File: src/rtl/gpr_pkg.sv
// Shared processor datapath definitions: data width, register file depth,
// and the operand/select types used across the datapath.
package gpr_pkg;

   localparam int DATA_W    = 8;
   localparam int GPR_DEPTH = 8;
   localparam int GPR_SEL_W = 3;

   typedef logic [DATA_W-1:0]    data_t;
   typedef logic [GPR_SEL_W-1:0] gpr_sel_t;

endpackage : gpr_pkg

File: src/rtl/gpr.sv
// General-purpose register file: one synchronous write port addressed by
// rd_sel and two combinational read ports (rd_out, rs_out), no write bypass.
module gpr
   import gpr_pkg::*;
#(
   parameter int WIDTH = DATA_W,
   parameter int DEPTH = GPR_DEPTH
) (
   input  logic                     clk,
   input  logic                     rst_n,
   input  logic [WIDTH-1:0]         data_in,
   input  logic [$clog2(DEPTH)-1:0] rd_sel,
   input  logic [$clog2(DEPTH)-1:0] rs_sel,
   input  logic                     gpr_load,
   output logic [WIDTH-1:0]         rd_out,
   output logic [WIDTH-1:0]         rs_out
);

   logic [WIDTH-1:0] regs [DEPTH];

   // NOTE: the storage is a flop array rather than RAM, so it can be cleared
   // by reset; reset is checked first so it always beats a concurrent write.
   always_ff @(posedge clk) begin
      if (!rst_n) begin
         for (int i = 0; i < DEPTH; i++) begin
            regs[i] <= '0;
         end
      end else if (gpr_load) begin
         regs[rd_sel] <= data_in;
      end
   end

   // Reads see the stored value only, so a write shows up after its edge.
   assign rd_out = regs[rd_sel];
   assign rs_out = regs[rs_sel];

endmodule : gpr

File: config.mk
export PLATFORM = sky130hd
export DESIGN_NAME = gpr
export DESIGN_NICKNAME = d
export VERILOG_FILES = /design/src/rtl/gpr_pkg.sv /design/src/rtl/gpr.sv
export SDC_FILE = /design/constraint.sdc
export NUM_CORES = 1
export LEC_CHECK = 0
export BUFFER_PORTS_ARGS = -buffer_cell sky130_fd_sc_hd__buf_2
export CAP_MARGIN = 25
export CORE_MARGIN = 5
export CORE_UTILIZATION = 54
export DETAILED_ROUTE_END_ITERATION = 8
export PLACE_DENSITY = 0.78
export SLEW_MARGIN = 20
export SYNTH_ARGS = -nofsm -noshare
export SYNTH_HDL_FRONTEND = slang
export SYNTH_SLANG_ARGS = --single-unit
File: constraint.sdc
create_clock -name clk -period 1.6 [get_ports clk]
set_input_delay 0 -clock clk [delete_from_list [all_inputs] [get_ports clk]]
set_output_delay 0 -clock clk [all_outputs]
set_load 0.05 [all_outputs]
After elaboration in Yosys (flattened, before gate mapping)
Memory sizes are Yosys's and may differ from the RTL's.
Cells that the tools add are included.
{"block": "classes", "n_reduce_logical": 1, "mux": 7}
{"cell": "$mux W8", "count": 1}
{"cell": "$reduce_or A8 Y1", "count": 1}
{"cell": "$mux W1", "count": 5}
{"cell": "$mux W3", "count": 1}
{"block": "totals", "in_bits": 17, "register_bits": 0, "n_memories": 1, "ramBits": 64, "elab_cells": 9, "output_inout_bits": 16}
{"memory": "regs", "words": 8, "word_bits": 8, "read_ports": 2, "rd_ports_with_merged_regs": 0, "write_ports": 8, "line_no": "gpr.sv:19", "rtl": "logic [WIDTH-1:0] regs [DEPTH];"}

Depth between registers and ports, before layout
Gate-level depths: netlist of run 1.
{"block": "depth", "depth_word": 5, "ltp_mapped": 7, "depth_no_buf": 4}

Worst setup path before layout of run 1
OpenSTA, ideal clock, no wires.
{"block": "synth_timing", "path_kind": "input -> output", "startpoint": "input port rd_sel[0]", "endpoint": "output port rd_out[3]", "path_slack_ps": -42, "t_arrival_ps": 1642, "path_buffers": 3, "path_stages": 6, "required_ps": 1600, "cell_sequence": "buf_6 -> buf_6 -> buf_4 -> nor2_1 -> a31oi_1 -> o21ai_0"}
{"block": "synth_between", "elab_chain_len": 1}
{"element": "start, declared", "line_no": "gpr.sv:12", "rtl": "input logic [$clog2(DEPTH)-1:0] rd_sel,"}
{"element": "$mem_v2 Z8 W8"}
{"element": "end, declared", "line_no": "gpr.sv:15", "rtl": "output logic [WIDTH-1:0] rd_out,"}
Every way passes these cells.

==> key figures, run 1 <==
Pwr
  – Peak VDD IR: between 0.5 and 0.6 mV
  – Pwr/cell area: around 940 nW/um^2
  – Internal: between 2 and 3 mW
  – Pwr Total: roughly 4 mW
  – P_sw: 1.09 mW
  – Leakage: 1.62 nW
  – Sw Ratio: 27.2%
  – Clock power share: around 28%
  – Logic pwr share: 22.1%
  – Register share of total power: between 50 and 60%

Job
  – Max_cap viols: 0

Floorplanning
  – Chip Width: about 91 um
  – I/O pin count: 33
  – Die area: ~8300 sq um
  – Cell row count: 29
  – Starting density of the core: 55.7%
  – Die Span Y: around 91 um
  – Core area: around 6300 sq um

Global route
  – Antenna violations before repair: 0
  – Vias in the first global route: approximately 2400
  – GR Overflow Total: 0
  – Largest net degree at the start of global routing: 20
  – Gr usage total: approximately 22%
  – First-pass GRT wire length: 13600 um

Placed design
  – Post-DP Area: roughly 3900 sq um
  – PortBufs: 32
  – Final HPWL DP: 5940 um
  – # placed instances: 358
  – Routability cong.: ~0.86

Timing
  – Period utilisation layout: 105%
  – Pins Over Slew Limit: 0
  – Worst slew margin: between 50% and 60%
  – Setup violators final: 14
  – Worst slew pin tran: between 0.6 and 0.7 ns
  – Hold Fails Final Rpt: 0
  – RSZ-0062 raised after global routing: true
  – FMAX: approximately 0.59 GHz
  – Minimum clock period: about 1.7 ns
  – Final worst setup slack: -0.0811 ns
  – Final TNS setup: -0.840 ns

Layout
  – Area Overhead vs Synth: 20.0%
  – Nets: around 320
  – Non-filler cells, final: ~380
  – Largest reg by FF count: regs
  – Fillers: 460
  – Layout cells sized above 1: between 40% and 50%
  – Reg area: around 1900 sq um
  – Largest register FFs: between 60 and 70
  – Multi-input gate area: approximately 1500 sq um
  – Largest regs: regs (64)
  – Post-route cell area: 4240 sq um
  – Final Core Density: between 60% and 70%
  – # diodes: 0

Routing
  – WL/cell: about 23 um
  – WL final: a little under 9000 um
  – Routed via count: 2268
  – Starting DRT DRC Count: about 220
  – TritonRoute pass-1 iters: 4
  – Vias/cell: roughly 6.0
  – DRC viols: 0
  – Antenna-violating nets left: 0

Clock tree
  – Num CTS Buffers: 9
  – CTS tree: done
  – CTS sink count: 64
  – H-tree Lvls: 3
  – Clock slew at reported path FFs: 0.06 ns
  – Clock Tree Buf Depth: 2
  – Clk root buf: clkbuf_8

Status
  – Status: complete, but fails checks
  – Failing checks: negative setup slack

Worst hold path
  – Min-delay src: data_in[1]
  – Hold path depth: 2
  – WHS Endpoint: regs[1][1]$_SDFFCE_PN0P_
  – Type of the worst min-delay path: input port to register

Synth
  – Yosys warnings: 0
  – Cell count after synthesis: around 230
  – Synth Area per Inst: between 15 and 20 sq um
  – Number of library cell types mapped by synthesis: 30
  – Yosys reg bits: 64
  – Post-Syn Nets: between 200 and 250
  – Register area share after synthesis: between 50% and 60%
  – Post-Syn Area: 3530 sq um

Setup path
  – Worst setup EP type: output port
  – CP Max Fanout: 2
  – Critical path type: register to output port
  – CP max stage delay: 0.49 ns
  – Startpoint Class: register
  – Critical path cell sequence: mux4_2 > mux2_2 > buf_6
  – WP data required: between 1.5 and 2 ns
  – Crit-path slowest cell: mux4_2
  – CP arrival: roughly 1.7 ns
[how the worst max path moves through the flow]
stage                                   from                  endpoint  slack [ns]  cells after the start
finish              regs[5][5]$_SDFFCE_PN0P_                 rd_out[5]       -0.08                      3
global route        regs[5][1]$_SDFFCE_PN0P_                 rd_out[1]       -0.14                      3
CTS                 regs[5][5]$_SDFFCE_PN0P_                 rd_out[5]       -0.11                      3
detailed placement                 rd_sel[0]  regs[6][1]$_SDFFCE_PN0P_        0.05                      5
global placement                   rd_sel[0]  regs[7][7]$_SDFFCE_PN0P_        0.09                      4
floorplan                          rd_sel[0]  regs[7][0]$_SDFFCE_PN0P_        0.05                      5
[power groups by stage]
stage	combinational, mW	clock [mW]	sequential [mW]
5_1_grt	0.929	1.23	2.02
2_1_floorplan	0.524	0	2.01
4_1_cts	0.852	1.12	2.01
6_report	0.883	1.10	2.01
3_3_place_gp	0.710	0	2.03
3_5_place_dp	0.721	0	2.04
[what timing repair did]
item	CTS	global route
setup buffers	3	3
gates resized for setup	58	11
pin swaps	0	1
setup endpoints to repair	14	15
hold buffers	0	0
[worst max-delay path, delay by kind of cell, from the launching register on]
kind                   cells  cell delay (ns)
buffers and inverters      1             0.15
DFF                        1             0.41
muxes                      2             0.77
[Yosys cell counts]
library cell,count,area (sq um)
a21o_1,1,7.51
a21oi_1,1,5.00
a22oi_1,2,15.0
a31oi_1,3,18.8
and2_1,64,400
buf_1,1,3.75
buf_12,1,20.0
buf_2,2,10.0
buf_4,3,22.5
buf_6,3,33.8
clkbuf_1,2,7.51
clkbuf_2,1,5.00
edfxtp_1,64,1920
mux2_2,14,158
mux2i_1,6,60.1
mux4_1,16,420
mux4_2,10,225
nand2_1,3,11.3
nand2b_1,4,25.0
nand3_1,1,5.00
nand3b_1,2,15.0
nor2_1,8,30.0
nor2b_1,3,18.8
nor3_1,1,5.00
nor3_2,1,10.0
nor3b_1,1,7.51
o21ai_0,9,45.0
o221ai_1,1,8.76
o22ai_1,2,12.5
or2_2,1,6.26
[cell type report]
class / instances / share of cell area, %
clock inverter: 2 / 0.177
multi-input combinational: 154 / 35.4
timing repair buffer: 69 / 13.6
tap: 77 / 2.27
clock buffer: 13 / 3.27
sequential: 64 / 45.3
[cell usage in the layout, fill, tap and decap left out, types with 3 or more instances in the layout]
cell	count
and2_1	64
edfxtp_1	64
buf_4	36
mux4_2	26
buf_2	17
mux2_4	10
clkbuf_8	9
buf_8	9
o21ai_0	8
nor2_1	8
mux2i_1	6
buf_6	6
mux2_2	4
nand2b_1	4
clkbuf_1	4
nor2b_1	3
nand2_1	3
a31oi_1	3
[routing by layer]
layer	part of all wire (%)	GRT usage [%]
met3	9.9	5.67
met5	0	0
met1	36	29.2
met2	52	37.3
met4	1.4	6.11
[logic make-up after synthesis]
family / after synthesis / synth area share, %
compound gates: 19 / 3.19
flops: 64 / 54.4
buf+inv: 13 / 2.90
simple gates: 89 / 15.1
mux: 46 / 24.4
[through the flow]
stage	setup slack, ns	hold WS, ns
2_1_floorplan	0.0491	0.198
3_5_place_dp	0.0514	0.368
4_1_cts	-0.105	0.00935
6_report	-0.0811	0.0196
5_1_grt	-0.137	0.0214
3_3_place_gp	0.0897	0.360
(Power assumes the default switching activity.)
==> inputs of run 2 (changes only) <==
CAP_MARGIN = 5   (was 25)
PLACE_DENSITY = 0.83   (was 0.78)
==> key figures, run 2 (synthesis gave the netlist of run 1 again) <==
Status
  – Status: complete, but fails checks
  – Failing checks: negative setup slack

Pwr
  – Logic pwr share: between 20% and 30%
  – Leakage: around 1.7 nW
  – Pwr/cell area: approximately 970 nW/um^2
  – P_sw: 1.09 mW
  – Internal: between 3 and 4 mW
  – Peak VDD IR: ~0.53 mV
  – Sw Ratio: between 20% and 30%
  – Clock power share: roughly 30%
  – Pwr Total: roughly 4.2 mW
  – Register share of total power: 48.4%

Layout
  – Nets: about 320
  – Final Core Density: about two thirds
  – Layout cells sized above 1: roughly 42%
  – Largest reg by FF count: regs
  – Most frequent cells in the layout: and2_1, edfxtp_1, buf_4
  – Largest regs: regs (64)
  – Largest register FFs: 64
  – Area Overhead vs Synth: 21.8%
  – # diodes: 0

Placed design
  – Routability cong.: slightly above 0.9
  – Final HPWL DP: 5950 um
  – PortBufs: 32
  – Setup WS pre-CTS: approximately 0.033 ns

Setup path
  – Startpoint Class: register
  – Worst setup EP type: output port
  – CP Max Fanout: 2
  – CP arrival: around 1.7 ns
  – WP data required: between 1.5 and 2 ns
  – Critical path type: register to output port

Floorplanning
  – Core area: 6350 sq um
  – Die area: between 8000 and 9000 sq um
  – Starting density of the core: around 56%
  – I/O pin count: 33
  – Chip Width: approximately 91 um
  – Cell row count: 29
  – Die Span Y: between 90 and 100 um

Clock tree
  – Clock Tree Buf Depth: 2
  – Clk root buf: clkbuf_8
  – Num CTS Buffers: 9
  – H-tree Lvls: 3
  – Hold Buf Count CTS: 0
  – CTS tree: done
  – CTS sink count: between 60 and 70
  – Clock slew at reported path FFs: roughly 0.070 ns

Timing
  – Final TNS setup: -0.929 ns
  – Period utilisation layout: 106%
  – RSZ-0062 raised after global routing: true
  – Worst slew pin tran: between 0.5 and 0.6 ns
  – Minimum clock period: 1.70 ns
  – Final worst setup slack: -0.0974 ns
  – Hold Fails Final Rpt: 0
  – FMAX: between 0.5 and 0.6 GHz
  – Worst slew margin: roughly 64%
  – Setup violators final: 14
  – Pins Over Slew Limit: 0

Global route
  – Gr usage total: slightly above 20%
  – Vias in the first global route: 2340
  – First-pass GRT wire length: approximately 13000 um
  – Antenna violations before repair: 0
  – Largest net degree at the start of global routing: 22
  – GR Overflow Total: 0

Routing
  – TritonRoute pass-1 iters: 4
  – Antenna-violating nets left: 0
  – Routed via count: about 2200
  – DRC viols: 0
  – Vias/cell: roughly 6
  – WL final: ~8100 um
  – WL/cell: about 21 um
  – Starting DRT DRC Count: roughly 220

Job
  – Max_cap viols: 0

Worst hold path
  – Type of the worst min-delay path: input port to register
-- run 2: cell types whose count changed in the layout (fill, tap and decap cells not counted), moves of 2 or more --
| cell | change |
|---|---|
| buf_8 | +2 |
| clkinv_2 | +3 |
| clkbuf_1 | -3 |
| buf_6 | -3 |
| buf_4 | +5 |
-- run 2: what timing repair did --
item                       CTS  global route
cloned                       0             0
buffers inserted             4             1
setup endpoints to repair   14            16
resized for setup           63            10
pin swaps                    1             0
-- run 2: metal layers --
layer  up-vias  GRT usage, %  routed length (um)
li1       1027             -                   -
met1      1136          24.1                3200
met2        72          36.3                4430
met3         6          5.08                 384
met4         0          6.36                  85
met5         -             0                   0
-- run 2: stage by stage --
stage | area, sq um | std cells | hold slack (ns)
after floorplan | 3530 | 231 | 0.198
after global placement | 3960 | 362 | 0.367
after detailed placement | 3960 | 362 | 0.372
after CTS | 4280 | 381 | 0.0184
after global routing | 4310 | 382 | 0.0266
final | 4310 | 382 | 0.0280
-- run 2: power groups by stage --
stage / registers [mW] / clock network [mW] / logic (mW)
after floorplan: 2.01 / 0 / 0.524
after global placement: 2.04 / 0 / 0.697
after detailed placement: 2.04 / 0 / 0.713
after CTS: 2.01 / 1.29 / 0.861
after global routing: 2.02 / 1.36 / 0.928
final: 2.01 / 1.27 / 0.884
-- run 2: worst max-delay path, cell delays in order (launching register included) --
cell      delay [ns]
edfxtp_1        0.42
mux2_4          0.30
a22oi_2         0.15
o22ai_2         0.11
or2_4           0.24
buf_8           0.15
-- run 2: cell type report --
class	count	area [sq um]
well taps	77	96.3
flip-flops and latches	64	1920
fillers	430	2040
clock inverters	5	48.8
repair buffers	72	607
clock buffers	10	128
multi-input cells	154	1510
-- run 2: path summary, 6_finish.rpt --
| kind | to | cells past startpoint | startpoint |
|---|---|---|---|
| min | regs[1][7]$_SDFFCE_PN0P_ | 2 | data_in[7] |
| max | rd_out[7] | 5 | regs[1][7]$_SDFFCE_PN0P_ |
==> inputs of run 3 (changes only) <==
REMOVE_ABC_BUFFERS = 1   (was default)
==> key figures, run 3 (synthesis gave the netlist of run 1 again) <==
Routing
  – WL/cell: 21.5 um
  – Starting DRT DRC Count: ~150
  – TritonRoute pass-1 iters: 4
  – DRC viols: 0
  – Antenna-violating nets left: 0
  – Routed via count: 2216
  – Vias/cell: between 5 and 6
  – WL final: around 8200 um

Placed design
  – Routability cong.: 0.872
  – Final HPWL DP: a little over 6000 um
  – PortBufs: 32
  – Setup WS pre-CTS: around 0.076 ns

Clock tree
  – Num CTS Buffers: 9
  – Hold Buf Count CTS: 0
  – CTS sink count: 64
  – H-tree Lvls: 3
  – Clock slew at reported path FFs: 0.06 ns
  – CTS tree: done
  – Clk root buf: clkbuf_8
  – Clock Tree Buf Depth: 2

Layout
  – Largest regs: regs (64)
  – Fillers: 456
  – Area Overhead vs Synth: 20.8%
  – Largest reg by FF count: regs
  – Most frequent cells in the layout: and2_1, edfxtp_1, buf_4
  – Multi-input gate area: between 1000 and 1500 sq um
  – Reg area: ~1900 sq um
  – Largest register FFs: 64
  – Nets: 318
  – # diodes: 0
  – Layout cells sized above 1: roughly two fifths

Floorplanning
  – Starting density of the core: a little under three fifths
  – Die area: about 8300 sq um
  – Die Span Y: just over 90 um
  – Cell row count: 29
  – I/O pin count: 33
  – Core area: between 6000 and 7000 sq um
  – Chip Width: about 90 um

Pwr
  – Leakage: about 1.6 nW
  – Pwr/cell area: 967 nW/um^2
  – Peak VDD IR: roughly 1.2 mV

Timing
  – Hold Fails Final Rpt: 0
  – Minimum clock period: roughly 1.7 ns
  – RSZ-0062 raised after global routing: true
  – Setup violators final: 14
  – Worst slew margin: 71.2%
  – Period utilisation layout: 105%
  – Worst slew pin tran: 0.432 ns
  – Final worst setup slack: -0.0843 ns
  – FMAX: a little under 0.6 GHz
  – Final TNS setup: -0.771 ns
  – Pins Over Slew Limit: 0
  – Final hold slack: between 0.01 and 0.015 ns

Global route
  – Largest net degree at the start of global routing: 21
  – Gr usage total: about a fifth
  – GR Overflow Total: 0
  – First-pass GRT wire length: around 13000 um
  – Vias in the first global route: ~2400
  – Antenna violations before repair: 0

Setup path
  – Critical path type: register to output port
  – WP data required: around 1.6 ns
  – Startpoint Class: register
  – CP arrival: roughly 1.7 ns
  – Worst setup EP type: output port
  – CP Max Fanout: 2

Status
  – Failing checks: negative setup slack
  – Status: complete, but fails checks

Job
  – Max_cap viols: 0

Worst hold path
  – Type of the worst min-delay path: input port to register
==> run 3: cell types whose count changed in the layout (fill, tap and decap cells not counted), sizes merged <==
cell | before | now
buf | 72 | 71
clkinv | 4 | 5
==> run 3: power breakdown <==
part | total (mW) | switching [mW] | internal, mW
clock | 1.26 | 0.574 | 0.688
combinational | 0.853 | 0.457 | 0.395
sequential | 2.01 | 0.0588 | 1.95
total | 4.13 | 1.09 | 3.04
==> run 3: final cells by class <==
class	count	area share, %
Timing Repair Buffer	72	13.9
Sequential cell	64	45.0
Clock inverter	6	1.20
Multi-Input combinational cell	154	34.8
Clock buffer	9	2.90
Tap cell	77	2.26
==> run 3: path summary, 6_finish.rpt <==
kind,start,end,slack [ns],depth (start not counted)
setup / recovery,regs[1][3]$_SDFFCE_PN0P_,rs_out[3],-0.08,3
hold / removal,data_in[5],regs[6][5]$_SDFFCE_PN0P_,0.01,2
==> run 3: critical path, stage by stage (launching register included) <==
cell      delay [ns]
edfxtp_1        0.43
mux4_2          0.47
mux2_4          0.29
buf_6           0.15
==> run 3: routing by layer <==
| layer | wire length, um | share of wire (%) | track usage [%] | vias to the layer above |
|---|---|---|---|---|
| li1 | - | - | - | 1026 |
| met2 | 4510 | 55 | 37.5 | 78 |
| met1 | 2950 | 36 | 23.8 | 1092 |
| met5 | 0 | 0 | 0 | - |
| met3 | 513 | 6.2 | 3.75 | 20 |
| met4 | 240 | 2.9 | 9.66 | 0 |
==> run 3: metrics by stage <==
stage | cells | total power, mW | area [sq um] | util (%)
2_1_floorplan | 218 | 2.48 | 3430 | -
3_3_place_gp | 363 | 2.74 | 3970 | 62.5
3_5_place_dp | 363 | 2.76 | 3970 | 62.5
4_1_cts | 380 | 4.12 | 4230 | 66.6
5_1_grt | 382 | 4.28 | 4270 | 67.2
6_report | 382 | 4.13 | 4270 | 67.2
==> run 3: repair_timing <==
| action | 4_1_cts | 5_1_grt |
|---|---|---|
| buffers inserted | 2 | 2 |
| resized for setup | 53 | 10 |
| setup endpoints to repair | 14 | 16 |
| pin swaps | 0 | 1 |
